<file path="src/rtl/vga_timing_gen_pkg.sv">
// Shared 640x480@60 raster constants, the overlay transparency key and a small window helper.
package vga_timing_gen_pkg;

  localparam int CNT_W = 10;

  localparam int DEF_CLK_DIV     = 4;
  localparam int DEF_H_TOTAL     = 800;
  localparam int DEF_H_SYNC      = 96;
  localparam int DEF_H_VIS_START = 144;
  localparam int DEF_H_VIS_END   = 784;
  localparam int DEF_V_TOTAL     = 525;
  localparam int DEF_V_SYNC      = 2;
  localparam int DEF_V_VIS_START = 35;
  localparam int DEF_V_VIS_END   = 515;

  // Overlays subtract this origin to get visible-window coordinates.
  localparam logic [CNT_W-1:0] VIS_X0 = 10'(DEF_H_VIS_START);
  localparam logic [CNT_W-1:0] VIS_Y0 = 10'(DEF_V_VIS_START);

  // Sprite pixels of this colour are treated as transparent.
  localparam logic [11:0] WHITE = 12'hFFF;

  // Half-open interval test [lo, hi), unsigned.
  function automatic logic in_span(input logic [CNT_W-1:0] x,
                                   input logic [CNT_W-1:0] lo,
                                   input logic [CNT_W-1:0] hi);
    return (x >= lo) && (x < hi);
  endfunction

endpackage

</file>
<file path="src/rtl/vga_timing_gen_pix_en_div.sv">
// Pixel-rate divider: counts enabled clocks and flags the last clock of each pixel period.
module pix_en_div #(
  parameter int CLK_DIV = 4
) (
  input  logic clk,
  input  logic rst,
  input  logic en,
  output logic tick
);

  localparam int DW = (CLK_DIV > 1) ? $clog2(CLK_DIV) : 1;
  localparam logic [DW-1:0] LAST = DW'(CLK_DIV - 1);

  logic [DW-1:0] div_cnt;

  assign tick = en && (div_cnt == LAST);

  // Holding while en is low keeps the partial pixel period intact across a pause.
  always_ff @(posedge clk) begin
    if (!rst) begin
      div_cnt <= '0;
    end else if (en) begin
      if (div_cnt == LAST) div_cnt <= '0;
      else                 div_cnt <= div_cnt + DW'(1);
    end
  end

endmodule

</file>
<file path="src/rtl/vga_timing_gen.sv">
// Raster timing source: pixel strobe, h/v counters, sync/bright decode and line/frame strobes.
module vga_timing_gen
  import vga_timing_gen_pkg::*;
#(
  parameter int CLK_DIV     = DEF_CLK_DIV,
  parameter int H_TOTAL     = DEF_H_TOTAL,
  parameter int H_SYNC      = DEF_H_SYNC,
  parameter int H_VIS_START = DEF_H_VIS_START,
  parameter int H_VIS_END   = DEF_H_VIS_END,
  parameter int V_TOTAL     = DEF_V_TOTAL,
  parameter int V_SYNC      = DEF_V_SYNC,
  parameter int V_VIS_START = DEF_V_VIS_START,
  parameter int V_VIS_END   = DEF_V_VIS_END
) (
  input  logic             clk,
  input  logic             rst,
  input  logic             en,
  output logic             pix_en,
  output logic [CNT_W-1:0] hCount,
  output logic [CNT_W-1:0] vCount,
  output logic             hSync,
  output logic             vSync,
  output logic             bright,
  output logic             line_start,
  output logic             frame_start
);

  localparam logic [CNT_W-1:0] H_LAST = 10'(H_TOTAL - 1);
  localparam logic [CNT_W-1:0] V_LAST = 10'(V_TOTAL - 1);

  logic             tick;
  logic             h_wrap;
  logic             v_wrap;
  logic [CNT_W-1:0] h_next;
  logic [CNT_W-1:0] v_next;

  pix_en_div #(.CLK_DIV(CLK_DIV)) u_div (
    .clk  (clk),
    .rst  (rst),
    .en   (en),
    .tick (tick)
  );

  always_comb begin
    h_wrap = (hCount == H_LAST);
    v_wrap = (vCount == V_LAST);
    h_next = h_wrap ? '0 : hCount + 10'd1;
    v_next = vCount;
    if (h_wrap) v_next = v_wrap ? '0 : vCount + 10'd1;
  end

  // Sync and bright decode the next counter values so they line up with the counters.
  always_ff @(posedge clk) begin
    if (!rst) begin
      pix_en      <= 1'b0;
      hCount      <= '0;
      vCount      <= '0;
      hSync       <= 1'b0;
      vSync       <= 1'b0;
      bright      <= 1'b0;
      line_start  <= 1'b0;
      frame_start <= 1'b0;
    end else begin
      pix_en      <= tick;
      line_start  <= tick && h_wrap;
      frame_start <= tick && h_wrap && v_wrap;
      if (tick) begin
        hCount <= h_next;
        vCount <= v_next;
        hSync  <= (h_next >= 10'(H_SYNC));
        vSync  <= (v_next >= 10'(V_SYNC));
        bright <= in_span(h_next, 10'(H_VIS_START), 10'(H_VIS_END)) &&
                  in_span(v_next, 10'(V_VIS_START), 10'(V_VIS_END));
      end
    end
  end

endmodule

</file>
<file path="config.mk">
export PLATFORM = sky130hd
export DESIGN_NAME = vga_timing_gen
export DESIGN_NICKNAME = d
export VERILOG_FILES = /design/src/rtl/vga_timing_gen_pkg.sv /design/src/rtl/vga_timing_gen_pix_en_div.sv /design/src/rtl/vga_timing_gen.sv
export SDC_FILE = /design/constraint.sdc
export NUM_CORES = 1
export LEC_CHECK = 0
export ABC_AREA = 1
export BUFFER_PORTS_ARGS = -buffer_cell sky130_fd_sc_hd__buf_4
export CAP_MARGIN = 20
export CORE_ASPECT_RATIO = 1.75
export CORE_UTILIZATION = 40
export CTS_CLUSTER_DIAMETER = 150
export DETAILED_ROUTE_END_ITERATION = 7
export SLEW_MARGIN = 20
export SYNTH_ARGS = -nofsm -noshare
export SYNTH_HDL_FRONTEND = slang
export SYNTH_HIERARCHICAL = 1
export SYNTH_SLANG_ARGS = --single-unit
</file>
<file path="constraint.sdc">
create_clock -name clk -period 3.1 [get_ports clk]
set_clock_uncertainty 0.1 [all_clocks]
set_input_delay 0 -clock clk [delete_from_list [all_inputs] [get_ports clk]]
set_output_delay 0 -clock clk [all_outputs]
set_load 0.01 [all_outputs]
</file>
Word-level counts from Yosys, hierarchy flattened
Index checks and enable logic that the tools add are counted.
- register bits after elaboration: 28
- input bits: 3
- output and inout bits: 26
- logic and storage cells: 31
- $add $sub $neg: 3
- $lt $le $gt $ge: 6
- equality and inequality tests: 3
- muxes and demuxes: 4
- reductions and logical operators: 6
- operator list (kind ; count):
    $mux W10 ; 3
    $add A10 B1 Y10 const B ; 2
    $eq A10 B10 Y1 const B ; 2
    $lt A10 B10 Y1 const B ; 2
    $ge A10 B2 Y1 const B ; 1
    $ge A10 B6 Y1 const B ; 1
    $ge A10 B7 Y1 const B ; 1
    $ge A10 B8 Y1 const B ; 1
    $logic_and A1 B1 Y1 ; 6
    $add A2 B1 Y2 const B ; 1
    $eq A2 B2 Y1 const B ; 1
    $mux W2 ; 1

Longest topological paths before layout
- word-level depth: 6
- mapped depth: 14
- mapped depth without buffers: 14

Cells and area by module
Netlist, hierarchy kept.
- by module, submodules not included (module ; times used ; cells an instance ; area an instance (um^2) ; seq. area each (um^2)):
    vga_timing_gen ; 1 ; 277 ; 1770.4 ; 520.5
    pix_en_div ; 1 ; 15 ; 103.8 ; 40.0

Least setup slack after synthesis
Ideal clock, no wire load.
- kind: register -> register
- start: reg hCount[0]
- end: reg bright
- setup time: 0.119 ns
- data arrival time: 1.710 ns
- slack: 1.171 ns
- stages on the path, launching flop included: 13
- buffers on the path: 0
- period minus slack after synthesis: 1.929 ns
- path through: dfxtp_1 -> ha_1 -> nand2_4 -> nor2_8 -> inv_4 -> nor2_8 -> nand3_1 -> nand2_2 -> nand3_1 -> nor2_1 -> nand2_1 -> nand3_1 -> a21oi_2
- cells in the longest elaborated chain, start to end: 5
- elaborated cells on any way between the ends: 11
- those cells by class: add/sub: 1; order compare: 4; eq/ne: 1; mux: 2; reduce/logical: 3
- ends and longest elaborated chain (what ; RTL line ; RTL):
    start, declared ; vga_timing_gen.sv:19 ; output logic [CNT_W-1:0] hCount,
    start signal, assigned ; vga_timing_gen.sv:68 ; hCount <= h_next;
    $add A10 B1 Y10 or $eq A10 B10 Y1 (tied branches) ; vga_timing_gen.sv:47, vga_timing_gen.sv:45 ;
    $mux W10, on equally long branches ; vga_timing_gen.sv:47, vga_timing_gen.sv:49 ;
    $ge A10 B8 Y1 (tied with other cells) ; vga_timing_gen_pkg.sv:27 ; return (x >= lo) && (x < hi);
    $logic_and A1 B1 Y1 ; vga_timing_gen_pkg.sv:27 ;
    $logic_and A1 B1 Y1 * ; vga_timing_gen.sv:72 ; bright <= in_span(h_next, 10'(H_VIS_START), 10'(H_VIS_END)) &&
    end signal, assigned ; vga_timing_gen.sv:72 ;
    end, declared ; vga_timing_gen.sv:23 ; output logic bright,
Every way passes the cells marked *; elsewhere a longest branch is shown, timed or not.
A chain may end at the register's enable or synchronous reset.

Final worst setup path
Same ends and word-level chain as after synthesis.

==> impl_metrics.tcl <==
set metrics [dict create \
    final_net_count 330 \
    drive_above_1_share_pct 18.1 \
    synth.top_cells.by_area "sky130_fd_sc_hd__dfxtp_1 (30%), sky130_fd_sc_hd__nand2_1 (16%), sky130_fd_sc_hd__inv_1 (7.8%)" \
    postPlaceCellArea_um2 2120 \
    grt_pass1_wl_um 8250 \
    power.total_mw 0.745 \
    actual_transition_at_the_worst_max_transition_pin_ns 0.472 \
    leakagePower_nw 1.15 \
    post-synth-top-area-cell "sky130_fd_sc_hd__dfxtp_1" \
    p_per_area_nw_per_um2 335 \
    layout_worst_path_cycle_share_pct 69.8 \
    synth_nets 300 \
    die_y_um 92.6 \
    area.growth.synth_to_final_pct 18.8 \
    layout.cell_area.non_filler_um2 2230 \
    design.die.area_um2 4970 \
    reg.largest.list "hCount: 10 flops, vCount: 10 flops, u_div/div_cnt: 2 flops" \
    final_common_cell "sky130_fd_sc_hd__nand2_1" \
    ff2ff_path_depth 13 \
    run_status "complete, no violations" \
    final_max_slew_viols 0 \
    clockBufferDepth 2 \
    finish.utilization_pct 50.1 \
    timing_hold_violations_final 0 \
    tns_ns 0 \
    initial_utilization_pct 42.2 \
    grt_setup_unrepaired "false" \
    maximum_fanout_count_along_the_critical_path 8 \
    clockRootBuffer "sky130_fd_sc_hd__clkbuf_8" \
    cts_setup_buffers 0 \
    hold_endpoint "u_div/div_cnt[0]" \
    cts_buffer_count 3 \
    postSynthCellCount 292 \
    globalRoute.totalOverflow 0 \
    floorplan.core_area_um2 4440 \
    critical_path_required_ns 3.22 \
    diodes 0 \
    synth.lib_cells_used.distinct 29 \
    mostFrequentLayoutCells "sky130_fd_sc_hd__nand2_1 (81), sky130_fd_sc_hd__inv_1 (39), sky130_fd_sc_hd__nor2_1 (30)" \
    groute.usage.overall_pct 22.5 \
    cp_data_arrival_time_ns 2.29 \
    setup.worst_path.class "flip-flop to flip-flop" \
    yosysWarningCount 6 \
    critical_path.startpoint_type "flip-flop" \
    floorplan.rows 32 \
    clock_latency_ns 0.29 \
    synth_sequential_area_ratio_pct 29.9 \
    layout_min_cycle_time_ns 2.16 \
    number_of_antenna_violations_at_the_first_check_in_global_routing 0 \
    syn-mean-instance-area_um2 6.42 \
    worst_ir_drop_vdd_v 0.000212 \
    buffer_ports.inserted 28 \
    holdBufCountCts 3 \
    wire_per_inst_um 13.3 \
    maxCapViolations 0 \
    cts.reportedPaths.clkPinSlew_ns 0.10 \
    drt-total-wl_um 4950 \
    hold_path.startpoint "u_div/div_cnt[0]" \
    dr_drc_count 0 \
    hpwlAfterDp_um 3770 \
    timing.fmax_ghz 0.462 \
    route.detailed.vias_per_inst 5.08 \
    first_global_vias 1758 \
    io_pins 29 \
    timing.rr.end "bright" \
    detailedRoute.firstPassIterationCount 4 \
    critical_path.endpoint_type "flip-flop" \
    slew_headroom_pct 68.5 \
    worst_hold_path_type "flip-flop to flip-flop" \
    gp_congestion 0.907 \
    routed-via-count 1888 \
    netlist_area_um2 1870 \
    grt_start_max_net_pins 28 \
    yosys_register_bits 28 \
    post-synth-top-area-fraction_pct 29.9 \
    origin_of_the_critical_flop_to_flop_path "hCount[0]" \
    setup_violations 0 \
    tritoncts_num_sinks 28 \
    holdPathStages 2 \
    clock_tree.htree_level_count 1 \
    die_w_um 53.7 \
    regToRegSetupSlack_ns 0.94 \
    detailedRoute.firstIterationViolations 52 \
    drtAntennaViolNets 0 \
    cts_tree "built" \
    post_cts_resize_count 0 \
]
[worst max-delay path, cell delays in order (launching register included)]
cell and delay (ns):
sky130_fd_sc_hd__dfxtp_1 0.47, sky130_fd_sc_hd__ha_1 0.26, sky130_fd_sc_hd__nand2_4 0.10, sky130_fd_sc_hd__nor2_8 0.20, sky130_fd_sc_hd__inv_4 0.08, sky130_fd_sc_hd__nor2_8 0.17
sky130_fd_sc_hd__nand2_1 0.07, sky130_fd_sc_hd__nand2_1 0.09, sky130_fd_sc_hd__nand2_1 0.10, sky130_fd_sc_hd__nor2_2 0.13, sky130_fd_sc_hd__nand3_1 0.09, sky130_fd_sc_hd__nand2_1 0.06
sky130_fd_sc_hd__nand3_1 0.07, sky130_fd_sc_hd__a21oi_2 0.11
[worst max path at each step]
stage	startpoint	endpoint	slack, ns	depth (start not counted)
finish	hCount[0]	bright	0.94	13
CTS	hCount[0]	bright	0.91	13
detailed placement	hCount[0]	bright	0.93	13
global placement	hCount[0]	bright	0.96	13
floorplan	hCount[0]	bright	1.17	12
global route	vCount[0]	bright	0.76	14
[power breakdown]
part | internal, mW | switching [mW]
combinational | 0.0270 | 0.0395
sequential | 0.368 | 0.0112
clock | 0.173 | 0.126
[cell type report]
cell class                      instances  area, µm²
Multi-Input combinational cell        216       1130
Tap cell                               51       63.8
Clock inverter                          1       30.0
Clock buffer                            3       41.3
Fill cell                             474       2220
Timing Repair Buffer                   32        248
Inverter                               41        156
Sequential cell                        28        561
[kinds of logic (layout without fill, tap and decap cells)]
kind of cell / Yosys count / in the layout / synth area share, %
AO/OA/AOI/OAI: 43 / 43 / 12.8
buffers and inverters: 48 / 77 / 10.0
XOR/XNOR: 3 / 3 / 1.40
flip-flops: 28 / 28 / 29.9
adder cells (fa/ha/maj): 5 / 5 / 3.34
AND/OR/NAND/NOR: 165 / 165 / 42.5
[metal layers]
metal | up-vias | share of wire, % | routed length (µm) | track usage, %
met4 | 0 | 3.8 | 188 | 10.5
met1 | 852 | 40 | 1970 | 24.5
li1 | 988 | - | - | -
met5 | - | 0 | 0 | 0
met2 | 35 | 54 | 2670 | 40.5
met3 | 13 | 2.2 | 111 | 2.30
[synth_stat cells]
master	n
sky130_fd_sc_hd__a21oi_1	12
sky130_fd_sc_hd__a21oi_2	2
sky130_fd_sc_hd__a31oi_1	2
sky130_fd_sc_hd__buf_2	1
sky130_fd_sc_hd__buf_4	1
sky130_fd_sc_hd__clkbuf_1	5
sky130_fd_sc_hd__dfxtp_1	28
sky130_fd_sc_hd__ha_1	5
sky130_fd_sc_hd__inv_1	39
sky130_fd_sc_hd__inv_2	1
sky130_fd_sc_hd__inv_4	1
sky130_fd_sc_hd__nand2_1	81
sky130_fd_sc_hd__nand2_2	5
sky130_fd_sc_hd__nand2_4	1
sky130_fd_sc_hd__nand3_1	28
sky130_fd_sc_hd__nand3_2	2
sky130_fd_sc_hd__nand4_1	5
sky130_fd_sc_hd__nand4_4	2
sky130_fd_sc_hd__nor2_1	30
sky130_fd_sc_hd__nor2_2	4
sky130_fd_sc_hd__nor2_4	2
sky130_fd_sc_hd__nor2_8	2
sky130_fd_sc_hd__nor3_1	2
sky130_fd_sc_hd__o211ai_1	1
sky130_fd_sc_hd__o21ai_0	21
sky130_fd_sc_hd__o21ai_1	3
sky130_fd_sc_hd__o21bai_2	2
sky130_fd_sc_hd__or2_2	1
sky130_fd_sc_hd__xor2_1	3
[metrics by stage]
step | hold WS (ns) | cells | setup slack (ns)
6_report | 0.400 | 372 | 0.936
5_1_grt | 0.437 | 372 | 0.763
4_1_cts | 0.401 | 372 | 0.907
3_5_place_dp | 0.183 | 365 | 0.934
3_3_place_gp | 0.177 | 365 | 0.956
2_1_floorplan | 0.0361 | 292 | 1.17
No activity file was read; power rests on OpenSTA's default activity.
